### config.mk
export PLATFORM = sky130hd
export DESIGN_NAME = multicycle_sequencer
export DESIGN_NICKNAME = d
export VERILOG_FILES = /design/src/rtl/multicycle_sequencer.sv
export SDC_FILE = /design/constraint.sdc
export NUM_CORES = 1
export LEC_CHECK = 0
export CAP_MARGIN = 20
export CORE_MARGIN = 2
export CORE_UTILIZATION = 23
export CTS_BUF_LIST = sky130_fd_sc_hd__clkbuf_16
export DETAILED_ROUTE_END_ITERATION = 10
export GPL_TIMING_DRIVEN = 0
export PLACE_DENSITY = 0.62
export RECOVER_POWER = 50
export SETUP_SLACK_MARGIN = 0.05
export SYNTH_ARGS = -nofsm -noshare
export SYNTH_HDL_FRONTEND = slang
export SYNTH_SLANG_ARGS = --single-unit
export TNS_END_PERCENT = 100
### constraint.sdc
create_clock -name clk -period 2.47 [get_ports clk]
set_input_delay 0.494 -clock clk [delete_from_list [all_inputs] [get_ports clk]]
set_output_delay 0.494 -clock clk [all_outputs]
set_load 0.02 [all_outputs]
### src/rtl/multicycle_sequencer.sv
// multicycle_sequencer: multi-cycle control FSM for the RISC-V core.
// It steps each instruction through FETCH, DECODE, EXEC, MEM and WB over one
// shared memory port. It drives the PC/IR/register-file/memory strobes and
// resolves branches from the BrEq/BrLT flags.
// Optional feature: define SEQ_INSTRET_EN to build the 32-bit retired-instruction
// counter on `instret`. Without the macro, `instret` is tied to zero.
module multicycle_sequencer #(
    parameter int MEM_WAIT_MAX = 15,
    parameter int WAIT_W       = (MEM_WAIT_MAX > 0) ? $clog2(MEM_WAIT_MAX + 1) : 1
) (
    input  logic        clk,
    input  logic        rst_n,
    input  logic [6:0]  opcode,
    input  logic [2:0]  funct3,
    input  logic        BrEq,
    input  logic        BrLT,
    input  logic        mem_ready,
    output logic        mem_req,
    output logic        mem_we,
    output logic        BrUn,
    output logic        ir_we,
    output logic        pc_we,
    output logic        PCSel,
    output logic        RegWEn,
    output logic [2:0]  state,
    output logic        illegal,
    output logic        bus_err,
    output logic        retire,
    output logic [31:0] instret
);

    typedef enum logic [2:0] {
        ST_FETCH  = 3'd0,
        ST_DECODE = 3'd1,
        ST_EXEC   = 3'd2,
        ST_MEM    = 3'd3,
        ST_WB     = 3'd4,
        ST_HALT   = 3'd5
    } state_t;

    localparam logic [6:0] OP_R     = 7'b0110011;
    localparam logic [6:0] OP_IALU  = 7'b0010011;
    localparam logic [6:0] OP_LW    = 7'b0000011;
    localparam logic [6:0] OP_SW    = 7'b0100011;
    localparam logic [6:0] OP_BR    = 7'b1100011;
    localparam logic [6:0] OP_JAL   = 7'b1101111;
    localparam logic [6:0] OP_JALR  = 7'b1100111;
    localparam logic [6:0] OP_AUIPC = 7'b0010111;
    localparam logic [6:0] OP_LUI   = 7'b0110111;
    localparam logic [6:0] OP_NOP   = 7'b0000000;

    // Opcode legality; branches with funct3 010/011 have no defined compare.
    function automatic logic is_legal(input logic [6:0] op, input logic [2:0] f3);
        logic ok;
        case (op)
            OP_R, OP_IALU, OP_LW, OP_SW, OP_JAL,
            OP_JALR, OP_AUIPC, OP_LUI, OP_NOP: ok = 1'b1;
            OP_BR:   ok = (f3 != 3'b010) && (f3 != 3'b011);
            default: ok = 1'b0;
        endcase
        return ok;
    endfunction

    // Branch outcome from the comparator flags, selected by funct3.
    function automatic logic branch_taken(input logic [2:0] f3, input logic eq, input logic lt);
        logic tk;
        case (f3)
            3'b000:          tk = eq;
            3'b001:          tk = ~eq;
            3'b100, 3'b110:  tk = lt;
            3'b101, 3'b111:  tk = ~lt;
            default:         tk = 1'b0;
        endcase
        return tk;
    endfunction

    state_t              state_q, state_d;
    logic [WAIT_W-1:0]   wait_q, wait_d;
    logic                illegal_q, illegal_d;
    logic                bus_err_q, bus_err_d;

    logic mem_req_s, mem_we_s, br_un_s, ir_we_s, pc_we_s, pc_sel_s, reg_wen_s, retire_s;
    logic timeout_hit_s;

    // The wait limit only applies when a nonzero MEM_WAIT_MAX is configured.
    assign timeout_hit_s = (MEM_WAIT_MAX != 0) && (wait_q == WAIT_W'(MEM_WAIT_MAX));

    // Next-state, sticky-flag and strobe decode for the current state.
    always_comb begin
        state_d   = state_q;
        wait_d    = wait_q;
        illegal_d = illegal_q;
        bus_err_d = bus_err_q;
        mem_req_s = 1'b0;
        mem_we_s  = 1'b0;
        br_un_s   = 1'b0;
        ir_we_s   = 1'b0;
        pc_we_s   = 1'b0;
        pc_sel_s  = 1'b0;
        reg_wen_s = 1'b0;
        retire_s  = 1'b0;
        case (state_q)
            ST_FETCH: begin
                mem_req_s = 1'b1;
                if (mem_ready) begin
                    ir_we_s = 1'b1;
                    state_d = ST_DECODE;
                end else if (timeout_hit_s) begin
                    bus_err_d = 1'b1;
                    state_d   = ST_HALT;
                end else if (wait_q != WAIT_W'(MEM_WAIT_MAX)) begin
                    wait_d = wait_q + WAIT_W'(1);
                end else begin
                    wait_d = wait_q;
                end
            end
            ST_DECODE: begin
                if (!is_legal(opcode, funct3)) begin
                    illegal_d = 1'b1;
                    state_d   = ST_HALT;
                end else if (opcode == OP_NOP) begin
                    pc_we_s  = 1'b1;
                    retire_s = 1'b1;
                    state_d  = ST_FETCH;
                end else begin
                    state_d = ST_EXEC;
                end
            end
            ST_EXEC: begin
                case (opcode)
                    OP_R, OP_IALU, OP_AUIPC, OP_LUI, OP_JAL, OP_JALR: state_d = ST_WB;
                    OP_LW, OP_SW: state_d = ST_MEM;
                    OP_BR: begin
                        br_un_s  = funct3[1];
                        pc_we_s  = 1'b1;
                        pc_sel_s = branch_taken(funct3, BrEq, BrLT);
                        retire_s = 1'b1;
                        state_d  = ST_FETCH;
                    end
                    default: begin
                        // IR changed under us after DECODE: stop rather than guess.
                        illegal_d = 1'b1;
                        state_d   = ST_HALT;
                    end
                endcase
            end
            ST_MEM: begin
                mem_req_s = 1'b1;
                mem_we_s  = (opcode == OP_SW);
                if (mem_ready) begin
                    if (opcode == OP_SW) begin
                        pc_we_s  = 1'b1;
                        retire_s = 1'b1;
                        state_d  = ST_FETCH;
                    end else begin
                        state_d = ST_WB;
                    end
                end else if (timeout_hit_s) begin
                    bus_err_d = 1'b1;
                    state_d   = ST_HALT;
                end else if (wait_q != WAIT_W'(MEM_WAIT_MAX)) begin
                    wait_d = wait_q + WAIT_W'(1);
                end else begin
                    wait_d = wait_q;
                end
            end
            ST_WB: begin
                reg_wen_s = 1'b1;
                pc_we_s   = 1'b1;
                pc_sel_s  = (opcode == OP_JAL) || (opcode == OP_JALR);
                retire_s  = 1'b1;
                state_d   = ST_FETCH;
            end
            ST_HALT: state_d = ST_HALT;
            default: state_d = ST_HALT;
        endcase
        if (state_d != state_q) begin
            wait_d = '0;
        end else begin
            wait_d = wait_d;
        end
    end

    // State, wait counter and sticky error flags with synchronous reset.
    always_ff @(posedge clk) begin
        if (!rst_n) begin
            state_q   <= ST_FETCH;
            wait_q    <= '0;
            illegal_q <= 1'b0;
            bus_err_q <= 1'b0;
        end else begin
            state_q   <= state_d;
            wait_q    <= wait_d;
            illegal_q <= illegal_d;
            bus_err_q <= bus_err_d;
        end
    end

    // Strobes are silenced the moment reset is asserted, even mid-transaction.
    assign mem_req = rst_n & mem_req_s;
    assign mem_we  = rst_n & mem_we_s;
    assign BrUn    = rst_n & br_un_s;
    assign ir_we   = rst_n & ir_we_s;
    assign pc_we   = rst_n & pc_we_s;
    assign PCSel   = rst_n & pc_sel_s;
    assign RegWEn  = rst_n & reg_wen_s;
    assign retire  = rst_n & retire_s;
    assign state   = state_q;
    assign illegal = illegal_q;
    assign bus_err = bus_err_q;

`ifdef SEQ_INSTRET_EN
    logic [31:0] instret_q, instret_d;

    // Retired-instruction count; wraps naturally at 32 bits.
    always_comb begin
        instret_d = instret_q + {31'd0, retire};
    end

    // Counter register, cleared by reset.
    always_ff @(posedge clk) begin
        if (!rst_n) begin
            instret_q <= 32'd0;
        end else begin
            instret_q <= instret_d;
        end
    end

    assign instret = instret_q;
`else
    assign instret = 32'd0;
`endif

endmodule

==> flow_summary_export.csv <==
group,metric,value,unit
critical_path,regToRegStartpoint,"wait_q[0]",
place,hpwlAfterDp,1.89,mm
sta,fmax,402,MHz
final_layout,multiInputGateArea,728,um^2
yosys,synth-seq-cells,9,
critical_path,worstSetupStartpointType,"input pin",
final_layout,final_layout_size_suffix_gt1_share,33.5,%
clocking,clk_latency,0.24,ns
critical_path,cp_max_fo,4,
global_routing,grt_first_pass_wirelength,3.84,mm
die,die_h,70.2,um
detailed_routing,wl_per_cell,9.50,um
detailed_routing,first_iter_violations,42,
die,start_util,23.5,%
yosys,synth_cells,135,
final_layout,nFillCells,462,
final_layout,fin_area,0.00161,mm^2
final_layout,fin_util,37.4,%
global_routing,grt_max_degree,11,
critical_path,cp.required,1.98,ns
global_routing,grt_overflow,0,
critical_path,reg2reg_depth,6,
run_status,violations,"negative setup slack",
hold_path,hp-class,"reg -> reg",
sta,slew_headroom,49.9,%
yosys,syn_area_per_cell,7.46,um^2
power_and_ir_drop,irDropWorstVdd,0.000260,V
job,maxCapViolCount,0,
yosys,seq_area_frac_synth,17.9,%
detailed_routing,drcViolationCount,0,
sta,finalWorstSetupSlack,-0.0199,ns
hold_path,holdPathEnd,"illegal",
yosys,yosys_warnings,0,
global_routing,grt_pass1_vias,867,
power_and_ir_drop,powerDensity,542,mW/mm^2
hold_path,min_from,"illegal",
run_status,status,"finished, violations left",
clocking,cts_buffer_depth,2,
die,io_pins,60,
sta,hold_viol_final,0,
clocking,cts_hold_buf,0,
clocking,ctsHtreeMaxLevel,1,
sta,maxSlewViolCount,0,
die,die_area,0.00492,mm^2
die,rows,24,
sta,setup_violations,1,
detailed_routing,ant_nets,0,
sta,worst_pin_slew,0.732,ns
sta,fin_crit,2.49,ns
critical_path,reg2reg_slack,0.60,ns
critical_path,timing.rr.end,"wait_q[2]",
yosys,synthArstFlopShare,0,%
clocking,clkTransAtPathRegs,0.04,ns
place,place_congestion,0.820,
hold_path,min_path_cells,2,
sta,tns,-0.0199,ns
place,port_buffers,27,
detailed_routing,wl,2.39,mm
sta,worst_clock_skew,0.00181,ns
detailed_routing,drt-pass1-iter-count,4,
final_layout,diodes,0,
clocking,ctsRootBufferMaster,"clkbuf_16",
clocking,cts_tree,"yes",
yosys,synthFlopType,"dfxtp_1",
critical_path,critPathArrivalTime,2.00,ns
sta,period_share,101,%
final_layout,seqCellArea,180,um^2
die,coreArea,0.00429,mm^2
sta,rsz0062_at_grt,"true",
clocking,clkSinkCount,9,
critical_path,worstSetupEndpointType,"output port",
die,die_x,70.2,um
yosys,synth.distinct_cells,42,
final_layout,final_nets,217,
global_routing,antenna_found_initial,0,
clocking,cts_made_buffers,3,
detailed_routing,vias,1026,
critical_path,critical_path_class,"in -> out",
final_layout,syn_to_final_growth,59.5,%
place,place_area,0.00147,mm^2
power_and_ir_drop,leakage,0.776,nW
yosys,synth_edf_count,0,
global_routing,track_usage,9.62,%
yosys,netlist_area,0.00101,mm^2
detailed_routing,via_per_inst,4.07,
## per-stage QoR
stage	instances	power [W]	worst slack [ns]	hold WS [ns]
after floorplan	166	0.000465	0.0599	0.514
after CTS	252	0.000882	-0.0370	0.456
after global routing	252	0.000922	-0.0828	0.481
final	252	0.000871	-0.0199	0.446
after detailed placement	245	0.000590	-1.00	0.447
after global placement	245	0.000590	-1.00	0.443
## sequential cells by signal (all words and copies together) (netlist names)
name     cells
wait_q       4
state        3
bus_err      1
illegal      1
## kinds of logic after synthesis
group,after synthesis,share of synthesized area [%]
and+or+nand+nor,46,26.0
buffers and inverters,41,27.8
AOI/OAI and AO/OA,30,20.4
DFF,9,17.9
xor gates and xnor gates,5,4.35
muxes,2,1.99
adders and majority gates,1,1.24
other,1,0.372
## critical path, cell delays in order
cell     delay [ns]
buf_6          0.09
or4_4          0.53
buf_6          0.15
nor2_4         0.07
and3_4         0.21
a21oi_4        0.06
a21oi_4        0.18
buf_6          0.11
buf_6          0.10
## cell usage after synthesis (all sizes together) (2+ instances only)
library cell / count / area share (%)
nor3: 7 / 3.5
a21oi: 9 / 4.5
o31ai: 2 / 1.5
nor2: 8 / 3.0
or3: 2 / 1.2
buf: 35 / 26
a21o: 2 / 1.5
and2: 3 / 1.9
mux2i: 2 / 2.0
a2111oi: 2 / 1.7
and3: 4 / 2.5
nand2: 5 / 1.9
clkbuf: 3 / 1.1
dfxtp: 9 / 18
o21ai: 4 / 2.0
xnor2: 2 / 1.7
nand3b: 2 / 1.5
inv: 3 / 1.1
o21a: 3 / 2.2
nand2b: 5 / 3.1
xor2: 3 / 2.6
## area by class of cell
cell class	count	share of cell area, %
Clock inverter	1	0.234
Tap cell	52	4.05
Sequential cell	9	11.2
Clock buffer	3	4.67
Buffer	38	17.6
Inverter	3	0.701
Timing Repair Buffer	30	16.2
Multi-Input combinational cell	116	45.3
## worst max-delay path by stage
| stage | endpoint | from | slack (ns) | depth (start not counted) |
|---|---|---|---|---|
| 6_report | retire | opcode[4] | -0.02 | 9 |
| 5_1_grt | retire | opcode[4] | -0.08 | 9 |
| 3_3_place_gp | retire | opcode[2] | -1.00 | 9 |
| 2_1_floorplan | retire | opcode[3] | 0.06 | 7 |
| 3_5_place_dp | retire | opcode[2] | -1.00 | 9 |
| 4_1_cts | retire | opcode[4] | -0.04 | 9 |
## placed cells by master, fill, tap and decap left out, types with 4 or more instances in the layout
cell type and instances:
a21oi_1 7, buf_2 4, buf_4 35, buf_6 6
clkbuf_2 5, clkdlybuf4s50_1 7, conb_1 32, dfxtp_1 9
dlygate4sd2_1 5, dlygate4sd3_1 5, inv_1 4, nand2_1 4
nand2b_1 5, nor2_1 5, nor3_1 7, o21ai_0 4
## per-layer routing
metal  wire, um  global-route usage (%)  part of all wire, %
met5          0                       0                    0
met4         51                    5.13                  2.1
met3        235                    2.89                  9.8
met2       1060                    15.6                   44
met1       1050                    11.4                   44
## power breakdown
group	total, W	leakage, nW	switching, W	internal [W]
registers	0.000181	0.0735	0.0000153	0.000166
clock network	0.000285	0.0423	0.0000730	0.000212
logic	0.000404	0.661	0.000232	0.000172
total	0.000871	0.776	0.000321	0.000550
## repair_timing
| action | 4_1_cts | 5_1_grt |
|---|---|---|
| pin swaps | 8 | 2 |
| endpoints found under the setup margin | 9 | 7 |
| resized for setup | 57 | 10 |
| gates cloned | 0 | 0 |
| buffers inserted | 3 | 0 |
Power figures use the tool's default switching activity.
